===== src/rtl/pipeline_hazard_ctrl_if.sv =====
// Handshake bundle between the hazard sequencer and the pipeline datapath.
// The master side is the datapath: it supplies hazard sources and receives register enables.
interface pipeline_hazard_ctrl_if #(
  parameter int CNT_W = 32
) ();
  logic [4:0]       id_Rn;
  logic [4:0]       id_Rm;
  logic             id_uses_Rm;
  logic             ex_MemRead;
  logic [4:0]       ex_Rd;
  logic             mem_access;
  logic             br_taken;

  logic             pc_we;
  logic             ifid_en;
  logic             idex_en;
  logic             exmem_en;
  logic             memwb_en;
  logic             ifid_flush;
  logic             idex_bubble;
  logic             exmem_bubble;
  logic             memwb_bubble;
  logic             busy;
  logic [CNT_W-1:0] stall_cycles;
  logic [CNT_W-1:0] flush_count;

  modport master (
    output id_Rn, id_Rm, id_uses_Rm, ex_MemRead, ex_Rd, mem_access, br_taken,
    input  pc_we, ifid_en, idex_en, exmem_en, memwb_en,
           ifid_flush, idex_bubble, exmem_bubble, memwb_bubble,
           busy, stall_cycles, flush_count
  );

  modport slave (
    input  id_Rn, id_Rm, id_uses_Rm, ex_MemRead, ex_Rd, mem_access, br_taken,
    output pc_we, ifid_en, idex_en, exmem_en, memwb_en,
           ifid_flush, idex_bubble, exmem_bubble, memwb_bubble,
           busy, stall_cycles, flush_count
  );
endinterface


===== src/rtl/pipeline_hazard_ctrl.sv =====
// Stall/flush sequencer for the 5-stage pipeline: load-use stall, branch squash,
// multi-cycle memory freeze, plus saturating stall/flush performance counters.
module pipeline_hazard_ctrl #(
  parameter int MEM_LAT = 3,
  parameter int CNT_W   = 32
) (
  input logic                   clk,
  input logic                   rst,
  pipeline_hazard_ctrl_if.slave hz
);
  localparam logic [0:0]       RUN       = 1'b0;
  localparam logic [0:0]       MEMW      = 1'b1;
  localparam bit               MEM_STALL = (MEM_LAT > 1);
  localparam logic [3:0]       WAIT_INIT = MEM_STALL ? 4'(MEM_LAT - 2) : 4'd0;
  localparam logic [CNT_W-1:0] CNT_MAX   = '1;

  logic [0:0]       state_q, state_d;
  logic [3:0]       wait_q, wait_d;
  logic [CNT_W-1:0] stall_q, stall_d;
  logic [CNT_W-1:0] flush_q, flush_d;
  logic             lu, mem_hit, freeze, flush_apply;

  // XZR reads as zero regardless of in-flight loads, so it never creates a dependency.
  assign lu = hz.ex_MemRead && (hz.ex_Rd != 5'd31) &&
              ((hz.id_Rn == hz.ex_Rd) || (hz.id_uses_Rm && (hz.id_Rm == hz.ex_Rd)));

  // Memory detection is skipped on the release cycle so a held access advances once.
  assign mem_hit = MEM_STALL && hz.mem_access && (state_q == RUN);
  assign freeze  = !rst && (mem_hit || ((state_q == MEMW) && (wait_q != 4'd0)));

  always_comb begin
    // NOTE: every output and next-state variable gets a default first, so no branch can infer a latch.
    hz.pc_we        = 1'b1;
    hz.ifid_en      = 1'b1;
    hz.idex_en      = 1'b1;
    hz.exmem_en     = 1'b1;
    hz.memwb_en     = 1'b1;
    hz.ifid_flush   = 1'b0;
    hz.idex_bubble  = 1'b0;
    hz.exmem_bubble = 1'b0;
    hz.memwb_bubble = 1'b0;
    hz.busy         = !rst && (state_q == MEMW);
    state_d         = state_q;
    wait_d          = wait_q;
    flush_apply     = 1'b0;

    if (freeze) begin
      hz.pc_we        = 1'b0;
      hz.ifid_en      = 1'b0;
      hz.idex_en      = 1'b0;
      hz.exmem_en     = 1'b0;
      hz.memwb_bubble = 1'b1;
      if (mem_hit) begin
        state_d = MEMW;
        wait_d  = WAIT_INIT;
      end else begin
        wait_d = wait_q - 4'd1;
      end
    end else if (!rst) begin
      state_d = RUN;
      if (hz.br_taken) begin
        hz.ifid_flush   = 1'b1;
        hz.idex_bubble  = 1'b1;
        hz.exmem_bubble = 1'b1;
        flush_apply     = 1'b1;
      end else if (lu) begin
        hz.pc_we       = 1'b0;
        hz.ifid_en     = 1'b0;
        hz.idex_bubble = 1'b1;
      end
    end
  end

  assign stall_d = (!hz.pc_we && (stall_q != CNT_MAX)) ? stall_q + CNT_W'(1) : stall_q;
  assign flush_d = (flush_apply && (flush_q != CNT_MAX)) ? flush_q + CNT_W'(1) : flush_q;

  always_ff @(posedge clk) begin
    // NOTE: state is updated with non-blocking assignments so every register samples pre-edge values.
    if (rst) begin
      state_q <= RUN;
      wait_q  <= 4'd0;
      stall_q <= '0;
      flush_q <= '0;
    end else begin
      state_q <= state_d;
      wait_q  <= wait_d;
      stall_q <= stall_d;
      flush_q <= flush_d;
    end
  end

  assign hz.stall_cycles = stall_q;
  assign hz.flush_count  = flush_q;
endmodule


===== src/flat_wrapper.sv =====
// flat-port wrapper written by rule: the top's interface ports become plain ports
module pipeline_hazard_ctrl_flat 
#(
  parameter int MEM_LAT = 3,
  parameter int CNT_W   = 32
)
  (clk, rst, hz_id_Rn, hz_id_Rm, hz_id_uses_Rm, hz_ex_MemRead, hz_ex_Rd, hz_mem_access, hz_br_taken, hz_pc_we, hz_ifid_en, hz_idex_en, hz_exmem_en, hz_memwb_en, hz_ifid_flush, hz_idex_bubble, hz_exmem_bubble, hz_memwb_bubble, hz_busy, hz_stall_cycles, hz_flush_count);
  pipeline_hazard_ctrl_if #(.CNT_W(CNT_W)) hz_i ();
  input logic clk;
  input logic rst;
  input wire logic [$bits(hz_i.id_Rn)-1:0] hz_id_Rn;
  input wire logic [$bits(hz_i.id_Rm)-1:0] hz_id_Rm;
  input wire logic [$bits(hz_i.id_uses_Rm)-1:0] hz_id_uses_Rm;
  input wire logic [$bits(hz_i.ex_MemRead)-1:0] hz_ex_MemRead;
  input wire logic [$bits(hz_i.ex_Rd)-1:0] hz_ex_Rd;
  input wire logic [$bits(hz_i.mem_access)-1:0] hz_mem_access;
  input wire logic [$bits(hz_i.br_taken)-1:0] hz_br_taken;
  output wire logic [$bits(hz_i.pc_we)-1:0] hz_pc_we;
  output wire logic [$bits(hz_i.ifid_en)-1:0] hz_ifid_en;
  output wire logic [$bits(hz_i.idex_en)-1:0] hz_idex_en;
  output wire logic [$bits(hz_i.exmem_en)-1:0] hz_exmem_en;
  output wire logic [$bits(hz_i.memwb_en)-1:0] hz_memwb_en;
  output wire logic [$bits(hz_i.ifid_flush)-1:0] hz_ifid_flush;
  output wire logic [$bits(hz_i.idex_bubble)-1:0] hz_idex_bubble;
  output wire logic [$bits(hz_i.exmem_bubble)-1:0] hz_exmem_bubble;
  output wire logic [$bits(hz_i.memwb_bubble)-1:0] hz_memwb_bubble;
  output wire logic [$bits(hz_i.busy)-1:0] hz_busy;
  output wire logic [$bits(hz_i.stall_cycles)-1:0] hz_stall_cycles;
  output wire logic [$bits(hz_i.flush_count)-1:0] hz_flush_count;
  assign hz_i.id_Rn = hz_id_Rn;
  assign hz_i.id_Rm = hz_id_Rm;
  assign hz_i.id_uses_Rm = hz_id_uses_Rm;
  assign hz_i.ex_MemRead = hz_ex_MemRead;
  assign hz_i.ex_Rd = hz_ex_Rd;
  assign hz_i.mem_access = hz_mem_access;
  assign hz_i.br_taken = hz_br_taken;
  assign hz_pc_we = hz_i.pc_we;
  assign hz_ifid_en = hz_i.ifid_en;
  assign hz_idex_en = hz_i.idex_en;
  assign hz_exmem_en = hz_i.exmem_en;
  assign hz_memwb_en = hz_i.memwb_en;
  assign hz_ifid_flush = hz_i.ifid_flush;
  assign hz_idex_bubble = hz_i.idex_bubble;
  assign hz_exmem_bubble = hz_i.exmem_bubble;
  assign hz_memwb_bubble = hz_i.memwb_bubble;
  assign hz_busy = hz_i.busy;
  assign hz_stall_cycles = hz_i.stall_cycles;
  assign hz_flush_count = hz_i.flush_count;
  pipeline_hazard_ctrl #(.MEM_LAT(MEM_LAT), .CNT_W(CNT_W)) u_core (.clk(clk), .rst(rst), .hz(hz_i));
endmodule

===== config.mk =====
export PLATFORM = sky130hd
export DESIGN_NAME = pipeline_hazard_ctrl_flat
export DESIGN_NICKNAME = d
export VERILOG_FILES = /design/src/rtl/pipeline_hazard_ctrl_if.sv /design/src/rtl/pipeline_hazard_ctrl.sv /design/src/flat_wrapper.sv
export SDC_FILE = /design/constraint.sdc
export NUM_CORES = 1
export LEC_CHECK = 0
export ABC_AREA = 1
export CAP_MARGIN = 0
export CORE_ASPECT_RATIO = 0.7
export CORE_UTILIZATION = 25
export CTS_BUF_LIST = sky130_fd_sc_hd__clkbuf_8
export DETAILED_ROUTE_END_ITERATION = 8
export PLACE_DENSITY = 0.53
export SETUP_SLACK_MARGIN = 0.3
export SYNTH_ARGS = -nofsm -noshare
export SYNTH_HDL_FRONTEND = slang
export SYNTH_SLANG_ARGS = --single-unit

===== constraint.sdc =====
create_clock -name clk -period 5 [get_ports clk]
set_input_delay 0.75 -clock clk [delete_from_list [all_inputs] [get_ports clk]]
set_output_delay 0.75 -clock clk [all_outputs]
set_load 0.02 [all_outputs]

==> results.md, run 1 <==
* Outcome: complete, no violations
* Delay-heaviest family, CP: buffers and inverters
* DIE AREA at 18300 um^2
* Grt total ovfl at 0
* Worst VDD drop at 0.118 mV
* Min cycle time layout at 3.57 ns
* Nets at 838
* Total power at 1.24 mW
* Skew final at 0.00974 ns
* Pwr/cell area at 217 nW/um^2
* RSZ-0062 raised after global routing: false
* Vias/cell at 4.43
* Most used cell, CP: clkdlybuf4s50_1
* Placed instance count at a little over 1000
* Root buf cell: clkbuf_8
* Largest fanout on the critical path at 32
* Chip Width at 161 um
* Post CTS Setup Buffer Count at 0
* CP Capture Type: output pin
* Maximum root-to-sink buffer count at 2
* Global-route wire length before repair at 21200 um
* Post-route insts no fill at 1049
* Distinct cells, synth at 32
* Final Hold Vio Count at 0
* Final ANT Viol Nets at 0
* Worst-path cell chain: clkdlybuf4s50_1, buf_4, nor2_2, nand2_2, o21ai_4, nor2_4, clkdlybuf4s50_1
* CP Data Arrival Time at 2.82 ns
* Drc violations at 0
* Sequential area share after synthesis at 0.312
* Relative slew slack at 0.566
* Fraction of layout cells with a size suffix above 1 at 0.0538
* Startpoint types: input port
* TritonCTS clock tree: built
* Critical-path top delay cell: clkdlybuf4s50_1
* Critical path required time at 4.25 ns
* Drt total wl at around 13000 um
* Via count at around 4600
* Area growth syn-to-layout at 29.0%
* Hold_buf cts at 0
* Die height at 113 um
* Synth Instances at 731
* Wire length per cell at 12.5 um
* Max Clk Rate at 280 MHz
* Syn Std Cell Area at 4430 um^2
* Worst-Margin Slew at between 0.6 and 0.7 ns
* Commonest non-fill, non-tap cell in the layout: nand2_1
* PortBufs at 93
* Starting Density at 0.257
* Htree depth at 3
* Antenna Diode Count at 0
* Syn_nets at 756
* Max Cap Viol at 0
* Avg Cell Area, Syn at slightly above 6 um^2
* Period utilization at 0.713
* Synth Register Bits at 69
* DP HPWL at 9650 um
* Warnings from Yosys at 0
* TritonCTS buffer count at 9
* Buffer and inverter count on the worst path at 3
* Initial antenna violation count at 0
* DRT Pass-1 Iters at 4
* Slowest stage delay, CP at between 0.6 and 0.7 ns
* Setup TNS at 0 ns
* Initial detailed-routing violation count at ~280
* Clock Sinks at 69
* Num rows at 40
* Worst-path clk slew at roughly 0.080 ns
* Worst-Skew Late Latency at 0.38 ns
* Setup violators final at 0
* Final Util at 0.331
* Core Area at roughly 17000 um^2
* Commonest non-fill, non-tap cells in the layout: 218 x nand2_1, 126 x nor2_1, 93 x clkdlybuf4s50_1
* Ports at 95
* Final RePlAce weighted congestion at 0.984
* GRT Util Overall at 0.148
* CTS resizes at 0
* HP Class: flip-flop to flip-flop
* Critical path class: input port to output pin
* Vias in the first global route at 4061
* Lkg Pwr at 2.08 nW
* Largest net degree at the start of global routing at 65
* Max-slew violation count at 0
[worst reg2reg max path: cells and delay by family, from the launching register on]
family / cells / cell delay (ns)
adders and majority gates: 1 / 0.25
buffers and inverters: 2 / 0.53
and+or+nand+nor: 5 / 1.03
AOI/OAI and AO/OA: 2 / 0.26
DFF: 1 / 0.42
[per-layer routing]
metal  routed length (um)  vias to the layer above  GRT usage
met3                 1050                       10     0.0549
met2                 4520                      133      0.183
met5                    0                        -          0
li1                     -                     2473          -
met4                  110                        0     0.0377
met1                 7450                     2026      0.229
[logic make-up (layout without fill, tap and decap cells)]
| family | count (synthesis) | in the layout | share of synthesized area |
|---|---|---|---|
| and+or+nand+nor | 451 | 451 | 0.434 |
| buffers and inverters | 108 | 195 | 0.112 |
| AOI/OAI and AO/OA | 80 | 80 | 0.0943 |
| DFF | 69 | 69 | 0.312 |
| xor gates and xnor gates | 18 | 18 | 0.0356 |
| adders and majority gates | 4 | 4 | 0.0113 |
| other | 1 | 1 | 0.000846 |
[final timing paths]
path	start	end	slack, ns	depth (start not counted)
setup / recovery	rst	hz_ifid_flush	1.43	7
hold / removal	u_core.hz.flush_count[31]$_SDFFE_PP0P_	u_core.hz.flush_count[31]$_SDFFE_PP0P_	0.52	2
setup reg to reg	u_core.hz.flush_count[1]$_SDFFE_PP0P_	u_core.hz.flush_count[7]$_SDFFE_PP0P_	2.38	10
hold reg to reg	u_core.hz.flush_count[31]$_SDFFE_PP0P_	u_core.hz.flush_count[31]$_SDFFE_PP0P_	0.52	2
[synthesized netlist by cell type]
| cell type | number | area share |
|---|---|---|
| inv_1 | 77 | 0.065 |
| nor3_2 | 3 | 0.0068 |
| nand3_4 | 1 | 0.0040 |
| nand3_2 | 4 | 0.0090 |
| nor3_1 | 22 | 0.025 |
| and2_1 | 1 | 0.0014 |
| inv_2 | 6 | 0.0051 |
| nand2_1 | 219 | 0.19 |
| o22ai_1 | 1 | 0.0014 |
| buf_6 | 7 | 0.018 |
| o21a_1 | 1 | 0.0017 |
| buf_2 | 1 | 0.0011 |
| buf_4 | 10 | 0.017 |
| nor2_4 | 3 | 0.0076 |
| o21ai_1 | 6 | 0.0068 |
| a21oi_1 | 65 | 0.073 |
| a21boi_0 | 1 | 0.0017 |
| nand3b_1 | 4 | 0.0068 |
| nand4_1 | 9 | 0.013 |
| xor2_1 | 14 | 0.028 |
| o21ai_4 | 1 | 0.0037 |
| buf_1 | 2 | 0.0017 |
| nand3_1 | 52 | 0.059 |
| nor2_1 | 126 | 0.11 |
| ha_1 | 4 | 0.011 |
| xnor2_1 | 4 | 0.0079 |
| nand2_2 | 3 | 0.0042 |
| conb_1 | 1 | 0.00085 |
| clkbuf_1 | 5 | 0.0042 |
| nor2_2 | 4 | 0.0056 |
| o21ai_0 | 5 | 0.0056 |
| dfxtp_1 | 69 | 0.31 |
[flip-flops by register name (all words and copies together), names as in the netlist]
signal / cells
u_core.wait_q: 4
u_core.hz.flush_count: 32
u_core.hz.stall_cycles: 32
u_core.state_q: 1
[power breakdown]
part | leakage [nW] | switching, mW | internal (mW) | total, mW
sequential | 0.557 | 0.00568 | 0.555 | 0.561
clock | 0.121 | 0.236 | 0.305 | 0.541
combinational | 1.41 | 0.0844 | 0.0519 | 0.136
total | 2.08 | 0.326 | 0.912 | 1.24
[stage by stage]
step	hold WS, ns	setup WS (ns)	area [um^2]
floorplan	0.484	2.15	4430
global placement	0.500	1.46	5490
detailed placement	0.509	1.42	5490
CTS	0.523	1.42	5720
global route	0.550	1.30	5720
finish	0.518	1.43	5720
[final cells by class]
cell class	count	area [um^2]
well taps	231	289
clock buffers	11	151
fillers	1901	11600
clock inverters	5	73.8
repair buffers	96	953
inverters	83	312
multi-input cells	554	2550
flip-flops and latches	69	1380
Note: power is estimated with default switching activity, not from simulation.
==> inputs of run 2 (changes only) <==
- clock period: 5 -> 3.6 ns (I/O delays scaled with it)
==> run 2 against run 1 <==
Die area did not move; register-to-register slack lost 1.1 ns; count of clock-buffer cells in the layout grew 1; largest power group is now clock; final cell count barely moved; worst hold slack worse by 0.0090 ns; clock skew is essentially flat; core utilization increased by 0.24 points; critical path type unchanged; global-route usage hardly changed; wire length about the same; sequential power grew 39%.
==> results.md, run 2 (synthesis gave the netlist of run 1 again) <==
* Comb power frac at 0.104 (was 0.110)
* Grt total ovfl at 0 (unchanged)
* Wire length per cell at 12.5 um (about the same)
* Worst-Skew Late Latency at 0.37 ns (was 0.38 ns)
* Maximum root-to-sink buffer count at 2 (unchanged)
* HP Class: flip-flop to flip-flop (unchanged)
* Nets at 839 (was 838)
* GRT Util Overall at 0.147 (was 0.148)
* RSZ-0062 raised after global routing: false (unchanged)
* Via count at 4651 (was 4642)
* Clock Sinks at 69 (unchanged)
* TritonCTS clock tree: built (unchanged)
* Worst-Margin Slew at 0.605 ns (was 0.649 ns)
* Period utilization at 0.820
* Vias in the first global route at 3969 (was 4061)
* Vias/cell at 4.43 (about the same)
* Worst VDD drop at 0.135 mV (was 0.118 mV)
* Max-slew violation count at 0 (unchanged)
* Largest net degree at the start of global routing at 65 (unchanged)
* Sequential power share at 0.431 (was 0.453)
* Final worst slack at 0.650 ns (was 1.43 ns)
* Worst-path clk slew at 0.07 ns (was 0.08 ns)
* Skew final at 0.00976 ns (was 0.00974 ns)
* Max Clk Rate at 339 MHz
* Final ANT Viol Nets at 0 (unchanged)
* TritonCTS buffer count at 9 (unchanged)
* Setup violators final at 0 (unchanged)
* Drc violations at 0 (unchanged)
* Startpoint types: input port (unchanged)
* Largest fanout on the critical path at 9 (was 32)
* Hold_ws at 0.509 ns (was 0.518 ns)
* Htree depth at 3 (unchanged)
* Max Cap Viol at 0 (unchanged)
* Commonest non-fill, non-tap cell in the layout: nand2_1 (unchanged)
* Die height at 113 um (unchanged)
* Critical path required time at 3.06 ns (was 4.25 ns)
* Design internal power at 1.36 mW (was 912 uW)
* Ports at 95 (unchanged)
* Initial antenna violation count at 0 (unchanged)
* Setup TNS at 0 ns (unchanged)
* CP Capture Type: output pin (unchanged)
* Final Hold Vio Count at 0 (unchanged)
* Clock network fraction of total power at 0.465 (was 0.437)
* Pre-CTS setup slack at 0.657 ns (was 1.42 ns)
* Antenna Diode Count at 0 (unchanged)
* Min cycle time layout at roughly 3.0 ns
* Switching portion of total power at 0.248 (was 0.263)
* Root buf cell: clkbuf_8 (unchanged)
* Pwr/cell area at 314 nW/um^2 (was 217 nW/um^2)
* Outcome: complete, no violations (unchanged)
* Switching pwr at 448 uW (was 326 uW)
* Final RePlAce weighted congestion at 0.907 (was 0.984)
* Critical path class: input port to output pin (unchanged)
* Relative slew slack at 0.597 (was 0.566)
* DIE AREA at 18300 um^2 (unchanged)
* PortBufs at 93 (unchanged)
* Area growth syn-to-layout at 29.9% (was 29.0%)
* Chip Width at 161 um (unchanged)
* Starting Density at 0.257 (unchanged)
* Fraction of layout cells with a size suffix above 1 at 0.0549 (was 0.0538)
* DRT Pass-1 Iters at 6 (was 4)
* Core Area at 17300 um^2 (unchanged)
* Lkg Pwr at 2.10 nW (was 2.08 nW)
* Global-route wire length before repair at 21100 um (was 21200 um)
* CTS resizes at 0 (unchanged)
* DP HPWL at 9720 um (was 9650 um)
* Initial detailed-routing violation count at 259 (was 283)
* Commonest non-fill, non-tap cells in the layout: 218 x nand2_1, 126 x nor2_1, 93 x clkdlybuf4s50_1 (unchanged)
* Num rows at 40 (unchanged)
* Drt total wl at 13100 um (about the same)
* Hold_buf cts at 0 (unchanged)
* Post CTS Setup Buffer Count at 0 (unchanged)
* Total power at 1.81 mW (was 1.24 mW)
* CP Data Arrival Time at 2.41 ns (was 2.82 ns)
==> run 2: cell types whose count changed in the layout (fill, tap and decap cells not counted), sizes merged <==
| cell | before | now |
|---|---|---|
| buf | 3 | 4 |
| bufinv | 2 | 3 |
| clkbuf | 11 | 12 |
| clkinv | 2 | 0 |
==> run 2: final cells by class <==
cell class | instances | area [um^2]
timing repair buffer | 97 | 961
clock buffer | 12 | 165
clock inverter | 4 | 93.8
sequential | 69 | 1380
multi-input combinational | 554 | 2550
inverter | 83 | 312
tap | 231 | 289
fill | 1935 | 11500
==> run 2: path summary, 6_finish.rpt <==
kind | start | end | slack (ns) | cells after the start
setup / recovery | rst | hz_idex_bubble | 0.65 | 6
hold / removal | u_core.wait_q[3]$_SDFFE_PP0P_ | u_core.wait_q[3]$_SDFFE_PP0P_ | 0.51 | 2
setup reg to reg | u_core.hz.flush_count[1]$_SDFFE_PP0P_ | u_core.hz.flush_count[18]$_SDFFE_PP0P_ | 1.30 | 10
hold reg to reg | u_core.wait_q[3]$_SDFFE_PP0P_ | u_core.wait_q[3]$_SDFFE_PP0P_ | 0.51 | 2
==> run 2: metrics by stage <==
| step | utilization | instance area (um^2) | std cells |
|---|---|---|---|
| 2_1_floorplan | - | 4430 | 731 |
| 3_3_place_gp | 0.318 | 5500 | 1034 |
| 3_5_place_dp | 0.318 | 5500 | 1034 |
| 4_1_cts | 0.333 | 5760 | 1050 |
| 5_1_grt | 0.333 | 5760 | 1050 |
| 6_report | 0.333 | 5760 | 1050 |
==> run 2: critical path, cell delays in order <==
cell	delay [ns]
clkdlybuf4s50_1	0.65
nor2_2	0.09
nand2_2	0.13
o21ai_4	0.12
nor3_1	0.24
clkdlybuf4s50_1	0.64
==> run 2: per-layer routing <==
| metal | part of all wire | up-vias | GRT usage | wire length, um |
|---|---|---|---|---|
| li1 | - | 2464 | - | - |
| met1 | 0.57 | 2057 | 0.237 | 7550 |
| met2 | 0.34 | 120 | 0.180 | 4510 |
| met3 | 0.072 | 10 | 0.0415 | 941 |
| met4 | 0.010 | 0 | 0.0396 | 136 |
| met5 | 0 | - | 0 | 0 |
==> run 2: power by group through the flow <==
stage / logic, mW / registers [mW] / clock network, mW
3_3_place_gp: 0.191 / 0.796 / 0
4_1_cts: 0.191 / 0.778 / 0.868
3_5_place_dp: 0.190 / 0.796 / 0
5_1_grt: 0.213 / 0.780 / 0.897
6_report: 0.189 / 0.778 / 0.839
2_1_floorplan: 0.129 / 0.800 / 0
==> inputs of run 3 (changes only) <==
- PLACE_DENSITY: 0.53 -> 0.55
- clock period: 3.6 -> 2.57 ns (I/O delays scaled with it)
==> run 3 against run 2 <==
Setup slack got worse by 0.21 ns; sequential power rose by 40%; via count about the same; worst hold slack gained 0.0060 ns; total power increased by 29%; count of clock-buffer cells in the layout fell by 3; clock skew shrank 0.0027 ns; critical path depth increased by 4; critical path type unchanged; largest cell class unchanged.
==> results.md, run 3 (synthesis gave the netlist of run 1 again) <==
* Outcome: complete, no violations (unchanged)
* Design internal power at 1.72 mW (was 1.36 mW)
* Die height at 113 um (unchanged)
* Max Cap Viol at 0 (unchanged)
* Clock Sinks at 69 (unchanged)
* Worst VDD drop at 0.229 mV (was 0.135 mV)
* Hold Startpoint: u_core.hz.flush_count[31]$_SDFFE_PP0P_ (was u_core.wait_q[3]$_SDFFE_PP0P_)
* Grt total ovfl at 0 (unchanged)
* Initial detailed-routing violation count at 408 (was 259)
* Via count at 4648 (was 4651)
* Worst-path clk slew at 0.07 ns (about the same)
* Setup TNS at 0 ns (unchanged)
* HP Class: flip-flop to flip-flop (unchanged)
* Drt total wl at 13100 um (about the same)
* Lkg Pwr at 2.13 nW (was 2.10 nW)
* Commonest non-fill, non-tap cell in the layout: nand2_1 (unchanged)
* Worst reg-to-reg setup slack at 0.58 ns (was 1.30 ns)
* Critical path required time at 2.18 ns (was 3.06 ns)
* Max-slew violation count at 0 (unchanged)
* DP HPWL at 9660 um (was 9720 um)
* Root buf cell: clkbuf_8 (unchanged)
* CP Capture Type: output pin (unchanged)
* Num rows at 40 (unchanged)
* PortBufs at 93 (unchanged)
* Vias/cell at 4.40 (was 4.43)
* Reg2reg end: u_core.hz.stall_cycles[30]$_SDFFE_PP0P_ (was u_core.hz.flush_count[18]$_SDFFE_PP0P_)
* RR Startpoint: u_core.hz.stall_cycles[0]$_SDFFE_PP0P_ (was u_core.hz.flush_count[1]$_SDFFE_PP0P_)
* TritonCTS clock tree: built (unchanged)
* DR WL met2 at 4480 um (was 4510 um)
* Commonest non-fill, non-tap cells in the layout: 218 x nand2_1, 126 x nor2_1, 83 x clkdlybuf4s50_1 (was 218 x nand2_1, 126 x nor2_1, 93 x clkdlybuf4s50_1)
* Maximum root-to-sink buffer count at 2 (unchanged)
* Met3 WL at 802 um (was 941 um)
* Critical path class: input port to output pin (unchanged)
* Startpoint types: input port (unchanged)
* R2R cell count at 10 (unchanged)
* M1 WL at 7690 um (was 7550 um)
* Core Area at 17300 um^2 (unchanged)
* Hold_buf cts at 0 (unchanged)
* GRT Util Overall at 0.146 (was 0.147)
* Final Util at 0.332 (was 0.333)
* Switching portion of total power at 0.265 (was 0.248)
* TritonCTS buffer count at 9 (unchanged)
* RSZ-0062 raised after global routing: false (unchanged)
* Final ANT Viol Nets at 0 (unchanged)
* Wire length per cell at 12.4 um (was 12.5 um)
* Pwr/cell area at 407 nW/um^2 (was 314 nW/um^2)
* Hold Path Depth at 2 (unchanged)
* Setup violators final at 0 (unchanged)
* Htree depth at 3 (unchanged)
* Worst-Skew Late Latency at 0.36 ns (was 0.37 ns)
* Drc violations at 0 (unchanged)
* Worst Setup SP: hz_ex_Rd[3] (was rst)
* Starting Density at 0.257 (unchanged)
* Fraction of layout cells with a size suffix above 1 at 0.0655 (was 0.0549)
* Max Clk Rate at 469 MHz
* Area growth syn-to-layout at 29.5% (was 29.9%)
* Final RePlAce weighted congestion at 0.889 (was 0.907)
* Vias in the first global route at 3948 (was 3969)
* Global-route wire length before repair at 21100 um (about the same)
* Ports at 95 (unchanged)
* Clock network fraction of total power at 0.419 (was 0.465)
* DRT Pass-1 Iters at 5 (was 6)
* Chip Width at 161 um (unchanged)
* Largest net degree at the start of global routing at 65 (unchanged)
* Min cycle time layout at 2.13 ns
* Largest fanout on the critical path at 4 (was 9)
* Skew final at 0.00702 ns (was 0.00976 ns)
* Antenna Diode Count at 0 (unchanged)
* Final Hold Vio Count at 0 (unchanged)
* Switching pwr at 620 uW (was 448 uW)
* Highest routed layer: met4 (unchanged)
* Period utilization at 0.829
* Sequential power share at 0.467 (was 0.431)
* CP Data Arrival Time at 1.75 ns (was 2.41 ns)
* Comb power frac at 0.115 (was 0.104)
* DIE AREA at 18300 um^2 (unchanged)
* Hold EP: u_core.hz.flush_count[31]$_SDFFE_PP0P_ (was u_core.wait_q[3]$_SDFFE_PP0P_)
* Initial antenna violation count at 0 (unchanged)
* Nets at 845 (was 839)
run 3: cell count changes in the layout (fill, tap and decap cells not counted), sizes merged:
cell           delta
clkdlybuf4s50    -10
buf               +6
dlygate4sd2       +6
clkinv            +3
bufinv            -1
clkbuf            +1
inv               +1
run 3: repair_timing:
| item | 4_1_cts | 5_1_grt |
|---|---|---|
| setup endpoints to repair | 8 | 13 |
| gates resized for setup | 12 | 8 |
| setup buffers | 0 | 0 |
run 3: worst max-delay path: stages:
cell,delay (ns)
clkdlybuf4s50_1,0.53
inv_1,0.07
nand2_1,0.06
nand2_1,0.04
nor2_1,0.10
nand3_1,0.08
nand2_1,0.09
a21oi_1,0.06
nor3_1,0.13
clkbuf_2,0.21
run 3: stage by stage:
step	total power, mW	cells	setup slack [ns]	hold WS (ns)	area [um^2]
2_1_floorplan	1.30	731	0.451	0.484	4430
3_3_place_gp	1.39	1040	0.0133	0.499	5560
3_5_place_dp	1.39	1040	-0.0141	0.498	5560
4_1_cts	2.38	1056	0.293	0.514	5750
5_1_grt	2.45	1056	0.303	0.541	5740
6_report	2.34	1056	0.439	0.515	5740
run 3: worst max-delay path by stage:
stage / endpoint / cells past startpoint
final: hz_idex_bubble / 10
after detailed placement: hz_idex_bubble / 10
after global placement: hz_idex_bubble / 10
after CTS: hz_idex_bubble / 10
after global routing: hz_pc_we / 11
after floorplan: hz_pc_we / 9
run 3: layout make-up:
| cell class | instances | area (um^2) |
|---|---|---|
| clock buffers | 9 | 124 |
| clock inverters | 7 | 82.6 |
| fillers | 1909 | 11500 |
| inverters | 83 | 312 |
| multi-input cells | 554 | 2550 |
| flip-flops and latches | 69 | 1380 |
| well taps | 231 | 289 |
| repair buffers | 103 | 995 |
run 3: power by group through the flow:
stage / clock network (mW) / logic, mW / registers [mW]
after floorplan: 0 / 0.181 / 1.12
after global placement: 0 / 0.276 / 1.12
after CTS: 1.02 / 0.271 / 1.09
after detailed placement: 0 / 0.278 / 1.12
after global routing: 1.06 / 0.300 / 1.09
final: 0.978 / 0.268 / 1.09
run 3: routing by layer:
layer / track usage / up-vias
li1: - / 2480
met3: 0.0429 / 12
met4: 0.0415 / 0
met1: 0.236 / 2046
met5: 0 / -
met2: 0.176 / 110
